**src/rtl/recovery_pec_ctrl_if.sv**
```systemverilog
`default_nettype none
// =============================================================================
// recovery_pec_ctrl_if : RX byte stream, payload stream, PEC engine and status
// Revision: 1.0
// =============================================================================
interface recovery_pec_ctrl_if #(
    parameter int ADDR_W = 7
);
    logic [ADDR_W-1:0] target_addr_i;
    logic              rx_start_i;
    logic              rx_stop_i;
    logic              rx_valid_i;
    logic [7:0]        rx_data_i;
    logic              rx_ready_o;
    logic              out_valid_o;
    logic [7:0]        out_data_o;
    logic              out_ready_i;
    logic [7:0]        cmd_o;
    logic [15:0]       len_o;
    logic              pec_valid_o;
    logic              pec_init_o;
    logic [7:0]        pec_dat_o;
    logic [7:0]        pec_crc_i;
    logic              done_o;
    logic              pec_ok_o;
    logic [2:0]        err_o;

    // Controller side
    modport slave (
        input  target_addr_i, rx_start_i, rx_stop_i, rx_valid_i, rx_data_i,
               out_ready_i, pec_crc_i,
        output rx_ready_o, out_valid_o, out_data_o, cmd_o, len_o,
               pec_valid_o, pec_init_o, pec_dat_o, done_o, pec_ok_o, err_o
    );

    // Environment side (RX target, downstream handler, PEC engine)
    modport master (
        output target_addr_i, rx_start_i, rx_stop_i, rx_valid_i, rx_data_i,
               out_ready_i, pec_crc_i,
        input  rx_ready_o, out_valid_o, out_data_o, cmd_o, len_o,
               pec_valid_o, pec_init_o, pec_dat_o, done_o, pec_ok_o, err_o
    );
endinterface
`default_nettype wire

```
**src/rtl/recovery_pec_ctrl.sv**
```systemverilog
`default_nettype none
// =============================================================================
// recovery_pec_ctrl : parses an I3C recovery write frame and sequences PEC check
// Revision: 1.0
// =============================================================================
module recovery_pec_ctrl #(
    parameter int MAX_LEN = 255,
    parameter int ADDR_W  = 7
) (
    input  wire                  clk_i,
    input  wire                  rst_ni,
    recovery_pec_ctrl_if.slave   bus
);
    typedef enum logic [3:0] {
        IDLE  = 4'd0,
        ADDR  = 4'd1,
        CMD   = 4'd2,
        LEN_L = 4'd3,
        LEN_H = 4'd4,
        DATA  = 4'd5,
        PEC   = 4'd6,
        TAIL  = 4'd7,
        DROP  = 4'd8
    } state_t;

    state_t      state_q, state_d;
    logic [7:0]  cmd_q, cmd_d;
    logic [15:0] len_q, len_d;
    logic [15:0] cnt_q, cnt_d;
    logic        len_err_q, len_err_d;
    logic        ovr_q, ovr_d;
    logic        match_q, match_d;

    logic        w_ready;
    logic        w_acc;
    logic [15:0] w_len;
    logic [7:0]  w_addr_byte;

    logic        w_out_valid, w_pec_valid, w_pec_init, w_done, w_pec_ok;
    logic [7:0]  w_out_data, w_pec_dat;
    logic [2:0]  w_err;

    assign w_ready = (state_q inside {CMD, LEN_L, LEN_H, PEC, TAIL, DROP}) ||
                     ((state_q == DATA) && bus.out_ready_i);
    assign w_acc       = bus.rx_valid_i && w_ready;
    assign w_len       = {bus.rx_data_i, len_q[7:0]};
    assign w_addr_byte = 8'({bus.target_addr_i[ADDR_W-1:0], 1'b0});

    always_ff @(posedge clk_i or negedge rst_ni) begin
        if (!rst_ni) begin
            state_q   <= IDLE;
            cmd_q     <= 8'h00;
            len_q     <= 16'h0000;
            cnt_q     <= 16'h0000;
            len_err_q <= 1'b0;
            ovr_q     <= 1'b0;
            match_q   <= 1'b0;
        end else begin
            state_q   <= state_d;
            cmd_q     <= cmd_d;
            len_q     <= len_d;
            cnt_q     <= cnt_d;
            len_err_q <= len_err_d;
            ovr_q     <= ovr_d;
            match_q   <= match_d;
        end
    end

    always_comb begin
        state_d     = state_q;
        cmd_d       = cmd_q;
        len_d       = len_q;
        cnt_d       = cnt_q;
        len_err_d   = len_err_q;
        ovr_d       = ovr_q;
        match_d     = match_q;
        w_out_valid = 1'b0;
        w_out_data  = 8'h00;
        w_pec_valid = 1'b0;
        w_pec_init  = 1'b0;
        w_pec_dat   = 8'h00;
        w_done      = 1'b0;
        w_pec_ok    = 1'b0;
        w_err       = 3'b000;

        // Byte processing for the current state
        unique case (state_q)
            ADDR: begin
                w_pec_valid = 1'b1;
                w_pec_init  = 1'b1;
                w_pec_dat   = w_addr_byte;
                state_d     = CMD;
            end
            CMD: if (w_acc) begin
                cmd_d   = bus.rx_data_i;
                state_d = LEN_L;
            end
            LEN_L: if (w_acc) begin
                len_d[7:0] = bus.rx_data_i;
                state_d    = LEN_H;
            end
            LEN_H: if (w_acc) begin
                len_d[15:8] = bus.rx_data_i;
                cnt_d       = w_len;
                if (w_len > 16'(MAX_LEN)) begin
                    len_err_d = 1'b1;
                    state_d   = DROP;
                end else if (w_len == 16'h0000) begin
                    state_d = PEC;
                end else begin
                    state_d = DATA;
                end
            end
            DATA: begin
                w_out_valid = bus.rx_valid_i;
                w_out_data  = bus.rx_data_i;
                if (w_acc) begin
                    cnt_d = cnt_q - 16'd1;
                    if (cnt_q == 16'd1) state_d = PEC;
                end
            end
            PEC: if (w_acc) begin
                match_d = (bus.rx_data_i == bus.pec_crc_i);
                state_d = TAIL;
            end
            TAIL: if (w_acc) ovr_d = 1'b1;
            default: ;
        endcase

        if (w_acc && (state_q inside {CMD, LEN_L, LEN_H, DATA})) begin
            w_pec_valid = 1'b1;
            w_pec_dat   = bus.rx_data_i;
        end

        // Status is judged on the post-byte view so a byte coinciding with STOP counts
        if (bus.rx_stop_i) begin
            if (!(state_q inside {IDLE, ADDR})) begin
                w_done = 1'b1;
                unique case (state_d)
                    TAIL: begin
                        w_pec_ok = match_d && !ovr_d;
                        w_err[2] = ovr_d;
                    end
                    DROP:    w_err[0] = 1'b1;
                    default: w_err[1] = 1'b1;
                endcase
            end
            state_d = IDLE;
        end

        if (bus.rx_start_i) begin
            w_done    = 1'b0;
            w_pec_ok  = 1'b0;
            w_err     = 3'b000;
            state_d   = ADDR;
            len_err_d = 1'b0;
            ovr_d     = 1'b0;
            match_d   = 1'b0;
        end
    end

    assign bus.rx_ready_o  = w_ready;
    assign bus.out_valid_o = w_out_valid;
    assign bus.out_data_o  = w_out_data;
    assign bus.cmd_o       = cmd_q;
    assign bus.len_o       = len_q;
    assign bus.pec_valid_o = w_pec_valid;
    assign bus.pec_init_o  = w_pec_init;
    assign bus.pec_dat_o   = w_pec_dat;
    assign bus.done_o      = w_done;
    assign bus.pec_ok_o    = w_pec_ok;
    assign bus.err_o       = w_err;

endmodule
`default_nettype wire

```
**src/flat_wrapper.sv**
```systemverilog
// flat-port wrapper written by rule: the top's interface ports become plain ports
module recovery_pec_ctrl_flat 
#(
    parameter int MAX_LEN = 255,
    parameter int ADDR_W  = 7
)
  (clk_i, rst_ni, bus_target_addr_i, bus_rx_start_i, bus_rx_stop_i, bus_rx_valid_i, bus_rx_data_i, bus_out_ready_i, bus_pec_crc_i, bus_rx_ready_o, bus_out_valid_o, bus_out_data_o, bus_cmd_o, bus_len_o, bus_pec_valid_o, bus_pec_init_o, bus_pec_dat_o, bus_done_o, bus_pec_ok_o, bus_err_o);
  recovery_pec_ctrl_if #(.ADDR_W(ADDR_W)) bus_i ();
  input  wire clk_i;
  input  wire rst_ni;
  input wire logic [$bits(bus_i.target_addr_i)-1:0] bus_target_addr_i;
  input wire logic [$bits(bus_i.rx_start_i)-1:0] bus_rx_start_i;
  input wire logic [$bits(bus_i.rx_stop_i)-1:0] bus_rx_stop_i;
  input wire logic [$bits(bus_i.rx_valid_i)-1:0] bus_rx_valid_i;
  input wire logic [$bits(bus_i.rx_data_i)-1:0] bus_rx_data_i;
  input wire logic [$bits(bus_i.out_ready_i)-1:0] bus_out_ready_i;
  input wire logic [$bits(bus_i.pec_crc_i)-1:0] bus_pec_crc_i;
  output wire logic [$bits(bus_i.rx_ready_o)-1:0] bus_rx_ready_o;
  output wire logic [$bits(bus_i.out_valid_o)-1:0] bus_out_valid_o;
  output wire logic [$bits(bus_i.out_data_o)-1:0] bus_out_data_o;
  output wire logic [$bits(bus_i.cmd_o)-1:0] bus_cmd_o;
  output wire logic [$bits(bus_i.len_o)-1:0] bus_len_o;
  output wire logic [$bits(bus_i.pec_valid_o)-1:0] bus_pec_valid_o;
  output wire logic [$bits(bus_i.pec_init_o)-1:0] bus_pec_init_o;
  output wire logic [$bits(bus_i.pec_dat_o)-1:0] bus_pec_dat_o;
  output wire logic [$bits(bus_i.done_o)-1:0] bus_done_o;
  output wire logic [$bits(bus_i.pec_ok_o)-1:0] bus_pec_ok_o;
  output wire logic [$bits(bus_i.err_o)-1:0] bus_err_o;
  assign bus_i.target_addr_i = bus_target_addr_i;
  assign bus_i.rx_start_i = bus_rx_start_i;
  assign bus_i.rx_stop_i = bus_rx_stop_i;
  assign bus_i.rx_valid_i = bus_rx_valid_i;
  assign bus_i.rx_data_i = bus_rx_data_i;
  assign bus_i.out_ready_i = bus_out_ready_i;
  assign bus_i.pec_crc_i = bus_pec_crc_i;
  assign bus_rx_ready_o = bus_i.rx_ready_o;
  assign bus_out_valid_o = bus_i.out_valid_o;
  assign bus_out_data_o = bus_i.out_data_o;
  assign bus_cmd_o = bus_i.cmd_o;
  assign bus_len_o = bus_i.len_o;
  assign bus_pec_valid_o = bus_i.pec_valid_o;
  assign bus_pec_init_o = bus_i.pec_init_o;
  assign bus_pec_dat_o = bus_i.pec_dat_o;
  assign bus_done_o = bus_i.done_o;
  assign bus_pec_ok_o = bus_i.pec_ok_o;
  assign bus_err_o = bus_i.err_o;
  recovery_pec_ctrl #(.MAX_LEN(MAX_LEN), .ADDR_W(ADDR_W)) u_core (.clk_i(clk_i), .rst_ni(rst_ni), .bus(bus_i));
endmodule
```
**config.mk**
```make
export PLATFORM = sky130hd
export DESIGN_NAME = recovery_pec_ctrl_flat
export DESIGN_NICKNAME = d
export VERILOG_FILES = /design/src/rtl/recovery_pec_ctrl_if.sv /design/src/rtl/recovery_pec_ctrl.sv /design/src/flat_wrapper.sv
export SDC_FILE = /design/constraint.sdc
export NUM_CORES = 1
export LEC_CHECK = 0
export BUFFER_PORTS_ARGS = -buffer_cell sky130_fd_sc_hd__buf_2
export CAP_MARGIN = 30
export CORE_MARGIN = 2
export CORE_UTILIZATION = 54
export CTS_BUF_LIST = sky130_fd_sc_hd__clkbuf_8
export DETAILED_ROUTE_END_ITERATION = 10
export PLACE_DENSITY_LB_ADDON = 0.15
export SKIP_LAST_GASP = 1
export SLEW_MARGIN = 20
export SYNTH_ARGS = -nofsm -noshare
export SYNTH_HDL_FRONTEND = slang
export SYNTH_SLANG_ARGS = --single-unit
```
**constraint.sdc**
```tcl
create_clock -name clk_i -period 2.41 [get_ports clk_i]
set_input_delay 0.1205 -clock clk_i [delete_from_list [all_inputs] [get_ports clk_i]]
set_output_delay 0.1205 -clock clk_i [all_outputs]
set_load 0.02 [all_outputs]
```
==> results of run 1 <==
==> stage by stage <==
step,util [%],hold WS (ns)
floorplan,-,-0.1751
global placement,66.00,0.07919
detailed placement,66.00,0.08333
CTS,70.17,0.01493
global route,71.01,0.02024
finish,71.01,0.03994
==> what timing repair did <==
item	in CTS	in global routing
hold endpoints to repair	18	0
setup endpoints to repair	5	4
hold buffers	1	0
pin swaps	4	2
gates resized for setup	10	6
buffers inserted	8	1
gates cloned	0	0
==> state kept, by name, indices dropped and copies added, names as in the netlist <==
| name | count |
|---|---|
| u_core.match_q | 1 |
| u_core.bus.cmd_o | 8 |
| u_core.cnt_q | 16 |
| u_core.ovr_q | 1 |
| u_core.bus.len_o | 16 |
| u_core.state_q | 4 |
==> final timing paths <==
check                      cells past startpoint  slack, ns              endpoint                 start
max in group asynchronous                      3       1.39      u_core.cnt_q[14]                rst_ni
min in group asynchronous                      2       0.28       u_core.cnt_q[5]                rst_ni
min                                            2       0.04     u_core.state_q[3]         bus_rx_stop_i
min reg2reg                                    1       0.50  u_core.bus.len_o[14]  u_core.bus.len_o[14]
max                                            7       0.03          bus_pec_ok_o     u_core.state_q[2]
max reg2reg                                    6       0.43       u_core.cnt_q[9]     u_core.state_q[1]
==> logic make-up (layout without fill, tap and decap cells) <==
kind of cell | after synthesis | count (layout)
mux | 26 | 26
buf+inv | 27 | 119
flops | 46 | 46
compound gates | 76 | 76
fa+ha+maj | 2 | 2
simple gates | 101 | 101
xor+xnor | 9 | 9
==> power by group through the flow <==
stage	Clock (mW)	Combinational, mW	Sequential [mW]
after detailed placement	0	0.644	1.02
after global placement	0	0.631	1.01
after floorplan	0	0.291	1.10
after global routing	0.510	0.720	1.04
final	0.472	0.664	1.01
after CTS	0.480	0.655	1.01
==> area by class of cell <==
type / instances / area share, %
multi-input cells: 214 / 45.63
flip-flops and latches: 46 / 32.01
repair buffers: 107 / 17.12
well taps: 70 / 2.431
clock buffers: 5 / 1.910
clock inverters: 3 / 0.4861
inverters: 4 / 0.4167
==> layer usage <==
| metal | share of wire (%) | vias up | track usage [%] | wire length [um] |
|---|---|---|---|---|
| met4 | 1.5 | 0 | 8.727 | 116 |
| met5 | 0 | - | 0 | 0 |
| li1 | - | 1240 | - | - |
| met3 | 7.3 | 10 | 6.161 | 560 |
| met2 | 47 | 99 | 43.01 | 3625 |
| met1 | 44 | 1309 | 37.70 | 3411 |
==> synth_stat cells, drive strengths merged, types with 3 or more instances <==
master | n | share of area, %
dfrtp | 46 | 41
a21oi | 24 | 4.2
mux2 | 24 | 9.5
nor2 | 23 | 3.1
o21ai | 17 | 3.0
nand2 | 14 | 1.9
clkbuf | 13 | 1.7
and2 | 11 | 2.4
buf | 10 | 1.9
nor3 | 9 | 1.6
xnor2 | 8 | 2.5
a22o | 7 | 2.2
nor4 | 7 | 2.7
nand4 | 6 | 1.5
a211oi | 4 | 1.6
and3 | 4 | 0.88
inv | 4 | 0.53
nor4b | 4 | 1.9
o22ai | 4 | 0.88
nand3 | 3 | 0.53
nand3b | 3 | 0.80
nor2b | 3 | 0.66
==> impl_metrics.py, run 1 <==
metrics = {
    "layout": {
        "diodes": 0,
        "multi_input_area_mm2": 0.001644,
        "drive_gt1_share_pct": 44.33,
        "final_nets": 409,
        "final_common_cell": "buf_2",
        "final_cell_mix": "buf_2 (77), dfrtp_1 (44), buf_4 (28)",
        "area_growth_pct": 27.32,
        "final_cell_area_mm2": 0.003603,
        "fill_cells": 408,
        "seqCellArea_mm2": 0.001154,
        "finalNonFillerCells": 449,
    },
    "place": {
        "dpl-instance-area_mm2": 0.003349,
        "dp_hpwl_mm": 5.518,
        "port-buffer-count": 77,
        "dp_cells": 431,
        "routabilityCongestion": 0.9031,
        "pre_cts_ws_ns": 0.2281,
    },
    "synth": {
        "synthMuxAreaShare_pct": 10.26,
        "synthesis.area_mm2": 0.002830,
        "syn-num-nets": 318,
        "synth_ff_type": "dfrtp_1",
        "synth.distinct_cells": 59,
        "synth_top_family_by_area": "simple AND/OR/NAND/NOR gates",
        "synth_seq_cells": 46,
        "yosys.area_share.adder_pct": 0.8842,
        "syn_inst": 287,
        "synth-compound-area-share_pct": 18.88,
        "async_flop_share_pct": 100.0,
        "synth_xor_area_share_pct": 2.785,
        "avgSynthCellArea_um2": 9.861,
        "synth_seq_area_share_pct": 40.67,
        "synth_edf_count": 0,
        "synth_warnings": 0,
        "yosys.area_share.simple_pct": 22.33,
    },
    "power": {
        "vdd_ir_drop_max_v": 0.0005833,
        "clkPwrFrac_pct": 22.0,
        "netSwitchingPower_mw": 0.7725,
        "power_per_cell_area_mw_per_mm2": 596.8,
        "totalPowerFinal_mw": 2.150,
        "leakage_nw": 1.705,
        "combPwrFrac_pct": 30.9,
        "swShare_pct": 35.92,
        "internal-power_mw": 1.378,
        "power_frac_seq_pct": 47.1,
    },
    "setup_path": {
        "crit_fanout": 8,
        "crit_slowest_cell": "dfrtp_2",
        "critical_path_arrival_ns": 2.26,
        "end_kind": "output pin",
        "worst-path-buf-inv": 2,
        "crit_path_cell_trace": "buf_4 > a21oi_1 > o221ai_4 > a211oi_4 > a211oi_2 > nor4b_2 > buf_2",
        "critPathTopFamily": "compound AO/OA/AOI/OAI gates",
        "worstSetupPathType": "flip-flop to output pin",
        "crit_required_ns": 2.29,
        "cp-start-kind": "flip-flop",
        "critPathMaxStageDelay_ns": 0.43,
    },
    "clocking": {
        "h-tree-depth": 2,
        "clk_path_buf_depth": 2,
        "clockRootBuffer": "clkbuf_8",
        "cts.sinks": 46,
        "cts_buffers": 5,
        "cts_tree": "yes",
        "clk_latency_ns": 0.31,
        "clk_pin_slew_ns": 0.08,
    },
    "floorplan": {
        "core_area_mm2": 0.005075,
        "rows": 26,
        "ios": 78,
        "fp.dieW_um": 76.40,
        "initial_core_util_pct": 55.77,
        "die_y_um": 76.40,
        "dieArea_mm2": 0.005836,
    },
    "global_route": {
        "grt_usage_pct": 27.29,
        "antenna_found_initial": 0,
        "grt_first_pass_wirelength_mm": 12.63,
        "grt-ovfl-total": 0,
        "grt_max_degree": 31,
        "grt_pass1_vias": 2553,
    },
    "detailed_routing": {
        "drc": 0,
        "vias": 2658,
        "final_antenna_net_count": 0,
        "drt_iter0_drc": 215,
        "avgViaCountPerCell": 5.920,
        "drtPass1Iterations": 5,
        "wirelength_mm": 7.713,
        "wire_per_inst_um": 17.18,
    },
    "timing": {
        "finalCritPeriodShare_pct": 98.92,
        "finalClockSkew_ns": 0.009577,
        "finalMaxSlewViolations": 0,
        "fmax_mhz": 419.5,
        "post-route-min-period_ns": 2.384,
        "rsz0062_at_grt": "true",
        "fin_setup_tns_ns": 0,
        "max_slew_margin_pct": 53.11,
        "worstMarginPinSlew_ns": 0.6976,
        "layout_setup_ws_ns": 0.02607,
        "final-setup-viol-count": 0,
        "hold_viol": 0,
    },
    "min_path": {
        "min_path_type": "input port to flip-flop",
    },
    "outcome": {
        "status": "complete, no violations",
    },
    "run": {
        "max_cap_violations": 0,
    },
}
Power figures use the tool's default switching activity.
==> run 2, diff against run 1 <==
PLACE_DENSITY = 0.79   (was default)
PLACE_DENSITY_LB_ADDON = default   (was 0.15)
==> run 2 against run 1 <==
Net effect:
- the flow now finishes with violations (setup timing)
- routed wire length increased by 6.1%
- clock skew shrank 0.0030 ns
- combinational power about the same
- register-to-register slack improved by 0.04 ns
- sequential cell count unchanged
- critical path type unchanged
- critical endpoint unchanged
- largest cell class unchanged
- highest routed layer unchanged
==> impl_metrics.py, run 2 (synthesized netlist as in run 1, its figures left out) <==
metrics = {
    "floorplan": {
        "rows": 26,
        "ios": 78,
        "dieArea_mm2": 0.005836,
        "initial_core_util_pct": 55.77,
        "core_area_mm2": 0.005075,
        "fp.dieW_um": 76.40,
        "die_y_um": 76.40,
    },
    "setup_path": {
        "critical_path_arrival_ns": 2.29,
        "critPathMaxStageDelay_ns": 0.51,
        "timing.rr.start": "u_core.state_q[2]",
        "cp-start-kind": "flip-flop",
        "timing.rr.end": "u_core.cnt_q[5]",
        "crit_path_cell_trace": "or4b_4 > o221ai_4 > and4bb_4 > o2111ai_4 > nor4b_2 > buf_4",
        "worstSetupPathType": "flip-flop to output pin",
        "worstRegToRegCells": 8,
        "rrSetupSlack_ns": 0.47,
        "crit_end": "bus_pec_ok_o",
        "end_kind": "output pin",
        "cp-startpoint": "u_core.state_q[2]",
        "crit_required_ns": 2.29,
        "crit_fanout": 8,
        "crit_slowest_cell": "or4b_4",
    },
    "detailed_routing": {
        "drtPass1Iterations": 5,
        "wirelength_mm": 8.187,
        "vias": 2714,
        "avgViaCountPerCell": 6.099,
        "wire_per_inst_um": 18.40,
        "drc": 0,
        "final_antenna_net_count": 0,
        "drt_iter0_drc": 273,
    },
    "layout": {
        "diodes": 0,
        "final_common_cell": "buf_2",
        "final_cell_area_mm2": 0.003595,
        "final_cell_mix": "buf_2 (75), dfrtp_1 (45), buf_4 (27)",
        "final_nets": 405,
        "drive_gt1_share_pct": 43.73,
        "finalNonFillerCells": 445,
        "area_growth_pct": 27.01,
    },
    "global_route": {
        "grt_pass1_vias": 2516,
        "grt-ovfl-total": 0,
        "antenna_found_initial": 0,
        "grt_first_pass_wirelength_mm": 12.41,
        "grt_usage_pct": 27.06,
        "grt_max_degree": 47,
    },
    "timing": {
        "max_slew_margin_pct": 48.13,
        "rsz0062_at_grt": "true",
        "finalClockSkew_ns": 0.006618,
        "final-setup-viol-count": 1,
        "finalCritPeriodShare_pct": 100.1,
        "hold_viol": 0,
        "post-route-min-period_ns": 2.412,
        "layout_setup_ws_ns": -0.001636,
        "fmax_mhz": 414.7,
        "fin_setup_tns_ns": -0.001636,
        "worstMarginPinSlew_ns": 0.7717,
        "finalMaxSlewViolations": 0,
        "whs_ns": 0.02836,
    },
    "place": {
        "port-buffer-count": 77,
        "dp_hpwl_mm": 5.499,
        "routabilityCongestion": 0.8396,
        "dp_cells": 433,
        "dpl-instance-area_mm2": 0.003364,
    },
    "power": {
        "leakage_nw": 1.691,
        "vdd_ir_drop_max_v": 0.0004996,
        "power_per_cell_area_mw_per_mm2": 631.3,
    },
    "clocking": {
        "cts_buffers": 5,
        "clk_pin_slew_ns": 0.09,
        "cts_tree": "yes",
        "clk_path_buf_depth": 2,
        "cts.sinks": 46,
        "clockRootBuffer": "clkbuf_8",
        "h-tree-depth": 2,
        "clk_latency_ns": 0.30,
    },
    "outcome": {
        "status": "finished with violations",
        "violations": "setup timing",
    },
    "min_path": {
        "min_path_type": "input port to flip-flop",
        "min_path_cells": 2,
    },
    "run": {
        "max_cap_violations": 0,
    },
}
## run 2: how the worst min path moves through the flow
stage	slack, ns	startpoint	end
4_1_cts	0.02	bus_rx_stop_i	u_core.state_q[3]
3_3_place_gp	0.24	rst_ni	u_core.bus.len_o[10]
3_5_place_dp	0.24	rst_ni	u_core.bus.len_o[10]
2_1_floorplan	-0.18	rst_ni	u_core.bus.cmd_o[0]
5_1_grt	0.04	bus_rx_stop_i	u_core.state_q[3]
6_report	0.03	bus_rx_stop_i	u_core.state_q[3]
## run 2: repair_timing
item,4_1_cts,5_1_grt
endpoints found under the hold margin,46,0
setup buffers,1,2
setup endpoints to repair,4,13
pin swaps,0,5
hold buffers,1,0
resized for setup,2,13
## run 2: power by group
part,switching (mW),leakage [nW],internal [mW]
sequential,0.124,0.597,0.893
combinational,0.385,1.04,0.279
clock,0.278,0.0585,0.311
## run 2: through the flow
| stage | worst slack, ns | utilization (%) | power, mW |
|---|---|---|---|
| 4_1_cts | 0.009568 | 68.93 | 2.250 |
| 3_3_place_gp | 0.3399 | 66.30 | 1.639 |
| 3_5_place_dp | 0.2919 | 66.30 | 1.662 |
| 2_1_floorplan | 0.1514 | - | 1.396 |
| 5_1_grt | -0.1019 | 70.83 | 2.372 |
| 6_report | -0.001636 | 70.83 | 2.269 |
## run 2: routing by layer
| metal | wire [um] | global-route usage (%) | vias to the layer above |
|---|---|---|---|
| met1 | 3438 | 35.97 | 1341 |
| met3 | 587 | 5.332 | 11 |
| li1 | - | - | 1233 |
| met4 | 120 | 8.727 | 0 |
| met5 | 0 | 0 | - |
| met2 | 4041 | 44.78 | 129 |
## run 2: area by class of cell
type / instances / area, um^2
multi-input combinational: 214 / 1639
fill: 403 / 1480
sequential: 46 / 1152
timing repair buffer: 103 / 588.1
tap: 70 / 87.58
clock buffer: 5 / 68.82
clock inverter: 3 / 43.79
inverter: 4 / 15.01
## run 2: critical path: cells and delay by family (launching register included)
kind | cells | cell delay, ns
buffers and inverters | 1 | 0.18
DFF | 1 | 0.45
and+or+nand+nor | 3 | 1.09
AOI/OAI and AO/OA | 2 | 0.27
